File: config.mk
export PLATFORM = sky130hd
export DESIGN_NAME = pipe_hazard_ctrl_flat
export DESIGN_NICKNAME = d
export VERILOG_FILES = /design/src/rtl/pipe_hazard_ctrl_pkg.sv /design/src/rtl/pipe_hazard_ctrl_if.sv /design/src/rtl/pipe_hazard_ctrl_lu_hazard_cmp.sv /design/src/rtl/pipe_hazard_ctrl.sv /design/src/flat_wrapper.sv
export SDC_FILE = /design/constraint.sdc
export NUM_CORES = 1
export LEC_CHECK = 0
export CAP_MARGIN = 40
export CORE_AREA = 3 3 69 71
export CTS_BUF_LIST = sky130_fd_sc_hd__clkbuf_8
export DETAILED_ROUTE_END_ITERATION = 7
export DIE_AREA = 0 0 72 74
export DONT_BUFFER_PORTS = 1
export PLACE_DENSITY_LB_ADDON = 0.1
export SYNTH_ARGS = -nofsm -noshare
export SYNTH_HDL_FRONTEND = slang
export SYNTH_SLANG_ARGS = --single-unit
export TNS_END_PERCENT = 100
File: constraint.sdc
create_clock -name clk -period 2.1 [get_ports clk]
set_clock_uncertainty 0.05 [all_clocks]
set_input_delay 0.21 -clock clk [delete_from_list [all_inputs] [get_ports clk]]
set_output_delay 0.21 -clock clk [all_outputs]
set_load 0.005 [all_outputs]
File: src/rtl/pipe_hazard_ctrl_pkg.sv
// Shared types and constants for the pipeline hazard controller.
package pipe_ctrl_pkg;

   localparam int unsigned REG_IDX_W = 5;

   typedef enum logic [1:0] {
      RUN      = 2'd0,
      MEM_WAIT = 2'd1,
      ERR      = 2'd2
   } state_e;

endpackage

File: src/rtl/pipe_hazard_ctrl_if.sv
// Pipeline-side signal bundle of the hazard controller: decode/memory status in, enables out.
interface pipe_hazard_ctrl_if #(
   parameter int unsigned CNT_W = 16
);
   logic [pipe_ctrl_pkg::REG_IDX_W-1:0] id_rs1;
   logic [pipe_ctrl_pkg::REG_IDX_W-1:0] id_rs2;
   logic [pipe_ctrl_pkg::REG_IDX_W-1:0] ex_rd;
   logic                                ex_memread;
   logic                                mem_branch_taken;
   logic                                mem_req;
   logic                                mem_ready;

   logic             pc_en;
   logic             if_id_en;
   logic             id_ex_en;
   logic             ex_mem_en;
   logic             mem_wb_en;
   logic             if_id_flush;
   logic             id_ex_flush;
   logic             ex_mem_flush;
   logic             pc_sel_branch;
   logic             err;
   logic [CNT_W-1:0] stall_cnt;

   modport master (
      output id_rs1, id_rs2, ex_rd, ex_memread, mem_branch_taken, mem_req, mem_ready,
      input  pc_en, if_id_en, id_ex_en, ex_mem_en, mem_wb_en,
      input  if_id_flush, id_ex_flush, ex_mem_flush, pc_sel_branch, err, stall_cnt
   );

   modport slave (
      input  id_rs1, id_rs2, ex_rd, ex_memread, mem_branch_taken, mem_req, mem_ready,
      output pc_en, if_id_en, id_ex_en, ex_mem_en, mem_wb_en,
      output if_id_flush, id_ex_flush, ex_mem_flush, pc_sel_branch, err, stall_cnt
   );

endinterface

File: src/rtl/pipe_hazard_ctrl_lu_hazard_cmp.sv
// Load-use hazard detect: a load in ID/EX writes a register that the ID instruction reads.
module lu_hazard_cmp
   import pipe_ctrl_pkg::*;
(
   input  logic [REG_IDX_W-1:0] i_id_rs1,
   input  logic [REG_IDX_W-1:0] i_id_rs2,
   input  logic [REG_IDX_W-1:0] i_ex_rd,
   input  logic                 i_ex_memread,
   output logic                 o_hazard
);

   // x0 is hardwired to zero, so a load targeting it never creates a dependency.
   assign o_hazard = i_ex_memread && (i_ex_rd != '0) &&
                     ((i_ex_rd == i_id_rs1) || (i_ex_rd == i_id_rs2));

endmodule

File: src/rtl/pipe_hazard_ctrl.sv
// Pipeline hazard controller: memory-wait freeze with timeout, branch flush, load-use stall,
// and a saturating stall counter.
module pipe_hazard_ctrl
   import pipe_ctrl_pkg::*;
#(
   parameter int unsigned MEM_TIMEOUT = 64,
   parameter int unsigned CNT_W       = 16
) (
   input  logic           clk,
   input  logic           arst,
   pipe_hazard_ctrl_if.slave bus
);

   localparam int unsigned      WAIT_W    = (MEM_TIMEOUT > 2) ? $clog2(MEM_TIMEOUT) : 1;
   localparam logic [WAIT_W-1:0] WAIT_LAST = WAIT_W'(MEM_TIMEOUT - 1);

   state_e              r_state;
   logic [WAIT_W-1:0]   r_wait_cnt;
   logic [CNT_W-1:0]    r_stall_cnt;

   state_e              w_state_d;
   logic [WAIT_W-1:0]   w_wait_d;
   logic                w_lu_hazard;
   logic                w_mem_wait;
   logic                w_pc_en, w_if_id_en, w_id_ex_en, w_ex_mem_en, w_mem_wb_en;
   logic                w_if_id_flush, w_id_ex_flush, w_ex_mem_flush, w_pc_sel_branch, w_err;

   lu_hazard_cmp u_lu_hazard_cmp (
      .i_id_rs1     (bus.id_rs1),
      .i_id_rs2     (bus.id_rs2),
      .i_ex_rd      (bus.ex_rd),
      .i_ex_memread (bus.ex_memread),
      .o_hazard     (w_lu_hazard)
   );

   // Once waiting, only mem_ready ends the freeze; mem_req is frozen in EX/MEM anyway.
   assign w_mem_wait = (r_state == MEM_WAIT) ? !bus.mem_ready
                                             : (bus.mem_req && !bus.mem_ready);

   always_comb begin
      w_state_d       = r_state;
      w_wait_d        = r_wait_cnt;
      w_pc_en         = 1'b0;
      w_if_id_en      = 1'b0;
      w_id_ex_en      = 1'b0;
      w_ex_mem_en     = 1'b0;
      w_mem_wb_en     = 1'b0;
      w_if_id_flush   = 1'b0;
      w_id_ex_flush   = 1'b0;
      w_ex_mem_flush  = 1'b0;
      w_pc_sel_branch = 1'b0;
      w_err           = 1'b0;
      if (!arst) begin
         unique case (r_state)
            RUN, MEM_WAIT: begin
               if (w_mem_wait) begin
                  if (r_state == RUN) begin
                     // The RUN cycle that detects the miss is the first wait cycle.
                     w_state_d = (MEM_TIMEOUT <= 1) ? ERR : MEM_WAIT;
                     w_wait_d  = WAIT_W'(1);
                  end else if (r_wait_cnt == WAIT_LAST) begin
                     w_state_d = ERR;
                  end else begin
                     w_wait_d = r_wait_cnt + WAIT_W'(1);
                  end
               end else begin
                  w_state_d   = RUN;
                  w_wait_d    = '0;
                  w_pc_en     = 1'b1;
                  w_if_id_en  = 1'b1;
                  w_id_ex_en  = 1'b1;
                  w_ex_mem_en = 1'b1;
                  w_mem_wb_en = 1'b1;
                  if (bus.mem_branch_taken) begin
                     w_pc_sel_branch = 1'b1;
                     w_if_id_flush   = 1'b1;
                     w_id_ex_flush   = 1'b1;
                     w_ex_mem_flush  = 1'b1;
                  end else if (w_lu_hazard) begin
                     w_pc_en       = 1'b0;
                     w_if_id_en    = 1'b0;
                     w_id_ex_flush = 1'b1;
                  end
               end
            end
            ERR:     w_err = 1'b1;
            default: w_state_d = ERR;
         endcase
      end
   end

   always_ff @(posedge clk or posedge arst) begin
      if (arst) begin
         r_state     <= RUN;
         r_wait_cnt  <= '0;
         r_stall_cnt <= '0;
      end else begin
         r_state    <= w_state_d;
         r_wait_cnt <= w_wait_d;
         if (!w_pc_en && (r_stall_cnt != '1)) begin
            r_stall_cnt <= r_stall_cnt + CNT_W'(1);
         end
      end
   end

   assign bus.pc_en         = w_pc_en;
   assign bus.if_id_en      = w_if_id_en;
   assign bus.id_ex_en      = w_id_ex_en;
   assign bus.ex_mem_en     = w_ex_mem_en;
   assign bus.mem_wb_en     = w_mem_wb_en;
   assign bus.if_id_flush   = w_if_id_flush;
   assign bus.id_ex_flush   = w_id_ex_flush;
   assign bus.ex_mem_flush  = w_ex_mem_flush;
   assign bus.pc_sel_branch = w_pc_sel_branch;
   assign bus.err           = w_err;
   assign bus.stall_cnt     = r_stall_cnt;

endmodule
File: src/flat_wrapper.sv
// flat-port wrapper written by rule: the top's interface ports become plain ports
module pipe_hazard_ctrl_flat import pipe_ctrl_pkg::*;
#(
   parameter int unsigned MEM_TIMEOUT = 64,
   parameter int unsigned CNT_W       = 16
)
  (clk, arst, bus_id_rs1, bus_id_rs2, bus_ex_rd, bus_ex_memread, bus_mem_branch_taken, bus_mem_req, bus_mem_ready, bus_pc_en, bus_if_id_en, bus_id_ex_en, bus_ex_mem_en, bus_mem_wb_en, bus_if_id_flush, bus_id_ex_flush, bus_ex_mem_flush, bus_pc_sel_branch, bus_err, bus_stall_cnt);
  pipe_hazard_ctrl_if #(.CNT_W(CNT_W)) bus_i ();
  input  logic clk;
  input  logic arst;
  input wire logic [$bits(bus_i.id_rs1)-1:0] bus_id_rs1;
  input wire logic [$bits(bus_i.id_rs2)-1:0] bus_id_rs2;
  input wire logic [$bits(bus_i.ex_rd)-1:0] bus_ex_rd;
  input wire logic [$bits(bus_i.ex_memread)-1:0] bus_ex_memread;
  input wire logic [$bits(bus_i.mem_branch_taken)-1:0] bus_mem_branch_taken;
  input wire logic [$bits(bus_i.mem_req)-1:0] bus_mem_req;
  input wire logic [$bits(bus_i.mem_ready)-1:0] bus_mem_ready;
  output wire logic [$bits(bus_i.pc_en)-1:0] bus_pc_en;
  output wire logic [$bits(bus_i.if_id_en)-1:0] bus_if_id_en;
  output wire logic [$bits(bus_i.id_ex_en)-1:0] bus_id_ex_en;
  output wire logic [$bits(bus_i.ex_mem_en)-1:0] bus_ex_mem_en;
  output wire logic [$bits(bus_i.mem_wb_en)-1:0] bus_mem_wb_en;
  output wire logic [$bits(bus_i.if_id_flush)-1:0] bus_if_id_flush;
  output wire logic [$bits(bus_i.id_ex_flush)-1:0] bus_id_ex_flush;
  output wire logic [$bits(bus_i.ex_mem_flush)-1:0] bus_ex_mem_flush;
  output wire logic [$bits(bus_i.pc_sel_branch)-1:0] bus_pc_sel_branch;
  output wire logic [$bits(bus_i.err)-1:0] bus_err;
  output wire logic [$bits(bus_i.stall_cnt)-1:0] bus_stall_cnt;
  assign bus_i.id_rs1 = bus_id_rs1;
  assign bus_i.id_rs2 = bus_id_rs2;
  assign bus_i.ex_rd = bus_ex_rd;
  assign bus_i.ex_memread = bus_ex_memread;
  assign bus_i.mem_branch_taken = bus_mem_branch_taken;
  assign bus_i.mem_req = bus_mem_req;
  assign bus_i.mem_ready = bus_mem_ready;
  assign bus_pc_en = bus_i.pc_en;
  assign bus_if_id_en = bus_i.if_id_en;
  assign bus_id_ex_en = bus_i.id_ex_en;
  assign bus_ex_mem_en = bus_i.ex_mem_en;
  assign bus_mem_wb_en = bus_i.mem_wb_en;
  assign bus_if_id_flush = bus_i.if_id_flush;
  assign bus_id_ex_flush = bus_i.id_ex_flush;
  assign bus_ex_mem_flush = bus_i.ex_mem_flush;
  assign bus_pc_sel_branch = bus_i.pc_sel_branch;
  assign bus_err = bus_i.err;
  assign bus_stall_cnt = bus_i.stall_cnt;
  pipe_hazard_ctrl #(.MEM_TIMEOUT(MEM_TIMEOUT), .CNT_W(CNT_W)) u_core (.clk(clk), .arst(arst), .bus(bus_i));
endmodule
After elaboration in Yosys (flattened, before gate mapping)
Index checks and enable logic that the tools add are counted.
{ "totals": {"wordCells": 54, "ram_bits": 0, "input_bits": 21, "mem_count": 0, "latch_bits": 0, "romBits": 0, "output_inout_bits": 26, "register_bits": 24} }
{ "op_classes": {"magnitude_cmp": 0, "div": 0, "eq_ne": 8, "multipliers": 0, "n_reduce_logical": 12, "addsub": 2, "shift": 0, "muxes": 27, "bitwise_logic": 2} }
{ "ops": {"columns": ["operator", "count"], "rows": [
  ["$mux 1", 20],
  ["$mux 6", 3],
  ["$add 16x1->16 const B", 1],
  ["$ne 16x16->1 const B", 1],
  ["$eq 5x5->1", 2],
  ["$add 6x1->6 const B", 1],
  ["$eq 6x6->1 const B", 1],
  ["$mux 2", 3],
  ["$reduce_and 3->1", 2],
  ["$reduce_bool 5->1", 1],
  ["$logic_and 1x1->1", 4],
  ["$ne 4x4->1 const B", 1],
  ["$pmux 2 s2", 1],
  ["$ne 3x3->1 const B", 1],
  ["$eq 2x1->1 const B", 1],
  ["$eq 2x2->1 const B", 1],
  ["$logic_not 1->1", 2],
  ["$logic_not 2->1", 1],
  ["$not 1->1", 2],
  ["$reduce_or 2->1", 1],
  ["$logic_or 1x1->1", 1]
]} }

Longest topological paths before layout
Gate-level depths: netlist of the first run.
{ "logic_depth": {"depth_word": 10, "mapped_depth": 9, "depth_no_buf": 7} }

Cells and area by module
Synthesis of the first run repeated with hierarchy kept, for this count alone.
{ "unflattened": {"cells_unflattened": 154, "area_unflattened_um2": 1460.2} }
{ "by_module_without_submodules": {"columns": ["mod", "cells_each", "seq_area_each_um2", "area_per_inst_um2", "n_inst"], "rows": [
  ["pipe_hazard_ctrl", 137, 600.6, 1335.0, 1],
  ["lu_hazard_cmp", 17, 0.0, 125.1, 1]
]} }

Least setup slack after synthesis of the first run
No wires, ideal clock.
{ "synth_timing": {"kind": "reg-to-reg", "startpoint": "register u_core.r_stall_cnt[0], in the netlist u_core.bus.stall_cnt[0]", "endpoint": "register u_core.r_stall_cnt[1], in the netlist u_core.bus.stall_cnt[1]", "required_ns": 1.925, "period_less_slack_ns": 1.971, "setup_time_ns": 0.125, "path_slack_ns": 0.129, "path_stages_with_launch": 8, "path_buffers": 1, "arrival_ns": 1.796, "cell_sequence": "dfrtp_1 > ha_1 > nand4_2 > nor4_1 > nor2_1 > o21ba_1 > buf_6 > mux2_2"} }
{ "synth_between": {"elab_chain_len": 2, "word_cells_on_any_way": 3, "cone_classes": "1 x add/sub; 1 x eq/ne; 1 x reduce/logical"} }
{ "synth_lines": {"columns": ["item", "line_no", "source"], "rows": [
  ["start: declaration", "pipe_hazard_ctrl.sv:19", "logic [CNT_W-1:0] r_stall_cnt;"],
  ["start signal: assignment", "pipe_hazard_ctrl.sv:101", "r_stall_cnt <= r_stall_cnt + CNT_W'(1);"],
  ["branches (longest 2 deep; another with $add 16x1->16)", null, null]
]} }
Several ways; the timed one is not identified.
A chain may end at the register's enable or synchronous reset.

Worst setup path in the final report of the first run
{ "layout_timing": {"startpoint": "register u_core.r_stall_cnt[0], in the netlist u_core.bus.stall_cnt[0]", "endpoint": "register u_core.r_stall_cnt[12], in the netlist u_core.bus.stall_cnt[12]"} }
The elaborated chain is that of the path after synthesis.

==> impl_results.md, run 1 <==
- Min-delay src: bus_mem_req
- Fraction of the cycle the final worst path needs: between 90% and 100%
- End of the worst hold path: u_core.r_wait_cnt[0]
- Primary FF master, synth: sky130_fd_sc_hd__dfrtp_1
- Layout Nets: between 150 and 200
- Top area cells in the synthesized netlist: sky130_fd_sc_hd__dfrtp_1 (41%), sky130_fd_sc_hd__xor2_1 (13%), sky130_fd_sc_hd__nor2_1 (4.9%), sky130_fd_sc_hd__nand3_1 (3.1%), sky130_fd_sc_hd__nand2_1 (3.1%)
- Maximum number of pins on one net before global-route repair: 21
- Slowest CP cell: sky130_fd_sc_hd__dfrtp_1
- Signed area change from the synthesized netlist to the final layout: 15.60%
- Hold-critical path depth: 2
- Cell accounting for the most synthesized area: sky130_fd_sc_hd__dfrtp_1
- Capture instance of the worst register-to-register path: u_core.bus.stall_cnt[12]
- Most heavily used metal layer in global routing: met2
- Net Count, Synth: roughly 180
- Final Critical Period: 1972 ps
- Slew HR: about three quarters
- Clock slew at reported path FFs: roughly 90 ps
- Post-detailed-route via-to-cell ratio: roughly 5.1
- Synthesis warning total: 0
- Worst flop-to-flop path startpoint: u_core.bus.stall_cnt[0]
- Site row count: 24
- Distinct cell type count of the synthesized netlist: 37
- Met3 capacity usage during global routing: ~3.2%
- Worst slew pin tran: ~350 ps
- Max clock buf depth: 2
- Synthesized instance count: approximately 160
- Global placer's final weighted congestion: roughly 0.80
- Crit path largest cell delay: slightly below 400 ps
- Buffer cell driving the clock tree root: sky130_fd_sc_hd__clkbuf_8
- Number of buffer and inverter stages on the critical path: 1
- Dpl ws: about 11 ps
- Floorplan die height: between 70 and 80 µm
- Worst reg-to-reg setup slack: roughly 130 ps
- Placeable Area: roughly 4300 µm²
- Setup bufs post-CTS: 0
- Areal power density over the cells: around 990 nW/µm²
- Final Hold Violating Endpoints: 0
- CP Data Arrival Time: ~2100 ps
- H-tree depth: 1
- First-pass GRT wire length: 5471 µm
- Starting density of the core: about a third
- Routed wirelength normalized by instance count: roughly 15 µm
- Kind of launch point of the worst setup path: register
- Outcome: completed
- GR Util met2: between 10% and 20%
- Number of buffers inserted by port buffering: 0
- Max capacitance violation total: 0
- Mean Syn Cell Area: between 9 and 10 µm²
- Highest ir drop seen on vdd: between 0.0004 and 0.0005 V
- Critical path class: register to register
- Global-route total usage across every layer: 12.79%
- Total inserted antenna cells: 0
- Post-synth EDFFs: 0
- Die outline width: around 72 µm
- Critical path capture point type: register
- CTS tree: yes
- Initial antenna violation count: 0
- Final standard cell utilization of the core: 39.51%
- Latest clock arrival within the worst-skew pair: between 200 and 300 ps
- Fraction of the yosys area taken by sequential cells: roughly 41%
- Dpl cell area: about 1600 µm²
- Post-detailed-route DRC marker count: 0
- CTS Sinks: 24
- Ordered list of cells on the worst path: ha_1 > nand4_2 > nor4_4 > or3_1 > o21ba_1 > buf_12 > nor3_2 > xor2_1
- Required time worst endpoint: ~2300 ps
- Number of global-route vias before repair: roughly 1.2k
- Fmax: 507.0 MHz
- Vias after detailed routing: between 1k and 1.5k
- CP top delay family: simple AND/OR/NAND/NOR gates
- Number of antenna-violating nets in the routed design: 0
- Count of final max-slew check failures: 0
- Total detailed-routing wirelength: between 3000 and 4000 µm
- Proportion of register bits with asynchronous set or reset after synthesis: 100.0%
- Count of state elements after synthesis: 24
- Aggregate global routing overflow: 0
- Pre-Repair DR Iteration Count: 4
- Share of post-route cells with drive strength above 1: about a fifth
- Half-perimeter wire length after detailed placement: about 2500 µm
- Netlist Area Pre-Place: roughly 1500 µm²
- CP max FO: 16
- Smallest setup slack after layout: about 130 ps
- Die outline area: about 5300 µm²
- Worst reg-to-reg path cell count: 8
- Timing startpoint of the critical path: u_core.bus.stall_cnt[0]
- Post-route design area: roughly 1700 µm²
- Total leakage power: approximately 0.00074 µW
- I/O pins: 47
- Setup violators final: 0
- Iter 0 DRT Violations: 57
- Met1 Track Usage GR: 18.00%
- TritonCTS Buffers: 3
- Path category of the worst min-delay check: input port to register
- Area share of the largest cell type after synthesis: around two fifths
==> logic make-up after synthesis <==
logic type,count (synthesis),share of synthesized area [%]
simple gates,70,24.72
compound gates,22,10.23
fa+ha+maj,2,1.705
buf+inv,15,6.735
xor+xnor,25,14.92
flops,24,40.92
mux,1,0.7672
==> layer usage <==
metal / part of all wire (%) / up-vias
met3: 7.1 / 2
li1: - / 570
met1: 49 / 529
met4: 0.46 / 0
met5: 0 / -
met2: 43 / 38
==> cell usage after synthesis, drive strengths merged (2+ instances only) <==
library cell	number
nand3	9
and3	5
o21ai	7
ha	2
dfrtp	24
nor2	19
o31ai	4
inv	8
a21oi	5
nor4	3
xor2	21
a31o	2
nand4	3
nand2	12
nor3	10
buf	7
xnor2	4
nand2b	2
==> report_power, final <==
group / switching [µW] / leakage, µW / internal (µW) / total [µW]
registers: 112 / 0.000293 / 601 / 713
clock network: 155 / 0.0000288 / 168 / 323
logic: 346 / 0.000418 / 295 / 641
total: 614 / 0.000740 / 1060 / 1680
==> worst max-delay path by stage <==
stage,to,slack [ps],depth (start not counted)
2_1_floorplan,u_core.bus.stall_cnt[1],130,7
3_3_place_gp,u_core.bus.stall_cnt[1],160,7
3_5_place_dp,u_core.bus.stall_cnt[1],10,7
4_1_cts,u_core.bus.stall_cnt[1],70,7
5_1_grt,u_core.bus.stall_cnt[12],-20,8
6_report,u_core.bus.stall_cnt[12],130,8
==> timing repair <==
item / 4_1_cts / 5_1_grt
cloned: 0 / 0
hold endpoints to repair: 24 / 0
endpoints found under the setup margin: 1 / 5
gates resized for setup: 1 / 5
hold buffers: 1 / 0
pin swaps: 0 / 1
==> layout make-up <==
cell class	instances	area, µm²
timing repair buffer	17	142.6
sequential	24	600.6
inverter	8	30.03
tap	52	65.06
multi-input combinational	120	803.3
fill	430	2597
clock buffer	4	55.05
==> cell usage in the layout (no fill, tap or decap), drive strengths merged, types with 4 or more instances in the layout <==
cell    count
a21oi       5
and3        5
buf        16
clkbuf      4
dfrtp      24
inv         8
nand2      12
nand3       9
nor2       19
nor3       10
o21ai       7
o31ai       4
xnor2       4
xor2       21
==> sequential cells by signal (all words and copies together) (netlist names) <==
register,cells
u_core.bus.stall_cnt,16
u_core.r_state,2
u_core.r_wait_cnt,6
==> worst register-to-register path: stages, from the launching register on <==
cell and delay [ps]:
sky130_fd_sc_hd__dfrtp_1 390, sky130_fd_sc_hd__ha_1 220, sky130_fd_sc_hd__nand4_2 140, sky130_fd_sc_hd__nor4_4 50, sky130_fd_sc_hd__or3_1 320, sky130_fd_sc_hd__o21ba_1 210, sky130_fd_sc_hd__buf_12 160, sky130_fd_sc_hd__nor3_2 180
sky130_fd_sc_hd__xor2_1 180
==> stage by stage <==
stage / TNS [ps] / power [µW] / cells / hold WS [ps]
6_report: 0 / 1677 / 225 / 33.44
4_1_cts: 0 / 1687 / 225 / 27.71
2_1_floorplan: 0 / 1086 / 159 / 174.6
3_5_place_dp: 0 / 1351 / 220 / -44.63
3_3_place_gp: 0 / 1345 / 220 / -44.59
5_1_grt: -23.41 / 1799 / 225 / 56.13
Power figures use the tool's default switching activity.
==> run 2: changes to the inputs <==
--- a/config.mk
+++ b/config.mk
@@ -11,6 +11,7 @@
 export DETAILED_ROUTE_END_ITERATION = 7
 export DIE_AREA = 0 0 72 74
 export DONT_BUFFER_PORTS = 1
+export HOLD_SLACK_MARGIN = 0.06
 export PLACE_DENSITY_LB_ADDON = 0.1
 export SYNTH_ARGS = -nofsm -noshare
 export SYNTH_HDL_FRONTEND = slang
==> run 2 against run 1 <==
Net effect: critical path depth unchanged; clock power hardly changed; count of clock-buffer cells in the layout unchanged; sequential share of layout area is 0.21 points lower; hold slack improved by 50 ps; design area increased by 0.59%; wire length increased by 0.83%; sequential cell count is the same; worst setup slack is essentially flat; combinational power about the same; register-to-register slack is essentially flat; highest routed layer unchanged.
==> impl_results.md, run 2 (synthesis results as in run 1) <==
- Worst slew pin tran: 352.3 ps
- Max capacitance violation total: 0
- Site row count: 24
- H-tree depth: 1
- Global placer's final weighted congestion: 0.7978
- Required time worst endpoint: around 2300 ps
- Areal power density over the cells: just under 1000 nW/µm²
- Total inserted antenna cells: 0
- End of the worst hold path: u_core.r_wait_cnt[0]
- Post-route design area: roughly 1700 µm²
- Slew HR: about three quarters
- Area taken by flip-flops and latches: roughly 600 µm²
- Latest clock arrival within the worst-skew pair: around 270 ps
- Post-detailed-route DRC marker count: 0
- Fmax: roughly 500 MHz
- CP Data Arrival Time: about 2100 ps
- Most frequent cells in the layout: sky130_fd_sc_hd__dfrtp_1 (24), sky130_fd_sc_hd__xor2_1 (21), sky130_fd_sc_hd__nor2_1 (19)
- Number of standard cells in the final layout excluding fillers: 226
- Worst reg-to-reg path cell count: 8
- I/O pins: 47
- Post-detailed-route via-to-cell ratio: a little over 5
- Worst reg-to-reg setup slack: around 130 ps
- Highest ir drop seen on vdd: approximately 0.00044 V
- Routed wirelength normalized by instance count: ~15 µm
- Initial antenna violation count: 0
- Setup bufs post-CTS: 0
- Filler Cells Inserted: ~430
- Dpl ws: about 11 ps
- Worst flop-to-flop path startpoint: u_core.bus.stall_cnt[0]
- Kind of launch point of the worst setup path: register
- Most frequent standard cell in the layout excluding fill and tap cells: sky130_fd_sc_hd__dfrtp_1
- Dpl cell area: ~1600 µm²
- Clock slew at reported path FFs: ~90 ps
- Half-perimeter wire length after detailed placement: approximately 2500 µm
- Total Neg Setup Slack: 0 ps
- CTS tree: yes
- Fraction of the cycle the final worst path needs: between 90 and 100%
- Min-delay src: arst
- TritonCTS Buffers: 3
- Final Hold Violating Endpoints: 0
- CP max FO: 16
- Final Critical Period: roughly 2000 ps
- Hold-critical path depth: 3
- Buffer cell driving the clock tree root: sky130_fd_sc_hd__clkbuf_8
- Number of instances in the placed design: 220
- Die outline width: ~70 µm
- Max clock buf depth: 2
- Flip-flop count of the largest register after layout: 16
- CTS Sinks: 24
- Path category of the worst min-delay check: input port to register
- Total detailed-routing wirelength: between 3000 and 4000 µm
- Count of final max-slew check failures: 0
- Capture instance of the worst register-to-register path: u_core.bus.stall_cnt[12]
- Smallest setup slack after layout: 127.6 ps
- Critical path capture point type: register
- First-pass GRT wire length: 5506 µm
- Signed area change from the synthesized netlist to the final layout: 16.28%
- Aggregate global routing overflow: 0
- Setup violators final: 0
- Pre-Repair DR Iteration Count: 4
- Number of antenna-violating nets in the routed design: 0
- Number of buffers inserted by port buffering: 0
- Total leakage power: 0.0007439 µW
- Outcome: completed
- Vias after detailed routing: about 1.1k
- Die outline area: 5328 µm²
- Global-route total usage across every layer: 12.87%
- Layout Nets: ~200
- Share of post-route cells with drive strength above 1: around a fifth
- Maximum number of pins on one net before global-route repair: 21
- Critical path class: register to register
- Starting density of the core: 34.18%
- Floorplan die height: approximately 74 µm
- Number of global-route vias before repair: ~1.2k
- Placeable Area: 4294 µm²
- Area of the multi-input gates: roughly 800 µm²
- Iter 0 DRT Violations: 61
-- run 2: changes by cell type in the layout (fill, tap and decap cells not counted) --
cell and change:
sky130_fd_sc_hd__dlygate4sd3_1 +1
-- run 2: how the worst max path moves through the flow --
stage | startpoint | endpoint | slack (ps) | cells after the start
final | u_core.bus.stall_cnt[0] | u_core.bus.stall_cnt[12] | 130 | 8
after global placement | u_core.bus.stall_cnt[0] | u_core.bus.stall_cnt[1] | 160 | 7
after detailed placement | u_core.bus.stall_cnt[0] | u_core.bus.stall_cnt[1] | 10 | 7
after global routing | u_core.bus.stall_cnt[0] | u_core.bus.stall_cnt[12] | -20 | 8
after floorplan | u_core.bus.stall_cnt[0] | u_core.bus.stall_cnt[1] | 130 | 7
after CTS | u_core.bus.stall_cnt[0] | u_core.bus.stall_cnt[1] | 70 | 7
-- run 2: layer usage --
layer	routed length (µm)	vias to the layer above	GRT usage, %
met4	15	0	3.758
met5	0	-	0
met3	221	2	3.108
met1	1630	534	18.25
met2	1424	37	19.59
li1	-	571	-
-- run 2: layout make-up --
| cell class | count | share of cell area [%] |
|---|---|---|
| Multi-Input combinational cell | 120 | 47.07 |
| Clock buffer | 4 | 3.226 |
| Inverter | 8 | 1.760 |
| Tap cell | 52 | 3.812 |
| Timing Repair Buffer | 18 | 8.944 |
| Sequential cell | 24 | 35.19 |
-- run 2: through the flow --
step	hold slack [ps]	util [%]	total power, µW
2_1_floorplan	174.6	-	1086
3_3_place_gp	-44.59	37.18	1345
3_5_place_dp	-44.63	37.18	1351
4_1_cts	75.12	39.07	1689
5_1_grt	91.54	39.74	1801
6_report	83.66	39.74	1679
-- run 2: what timing repair did --
action / CTS / global route
hold buffers: 2 / 0
hold endpoints to repair: 26 / 0
pin swaps: 0 / 1
resized for setup: 1 / 5
setup endpoints to repair: 1 / 5
cloned: 0 / 0
-- run 2: power breakdown --
part	switching (µW)	internal (µW)
clock network	155	168
logic	347	296
registers	112	601
-- run 2: critical path: stages (launching register included) --
cell and delay [ps]:
sky130_fd_sc_hd__dfrtp_1 390, sky130_fd_sc_hd__ha_1 220, sky130_fd_sc_hd__nand4_2 140, sky130_fd_sc_hd__nor4_4 50, sky130_fd_sc_hd__or3_1 320, sky130_fd_sc_hd__o21ba_1 210
sky130_fd_sc_hd__buf_12 160, sky130_fd_sc_hd__nor3_2 180, sky130_fd_sc_hd__xor2_1 180
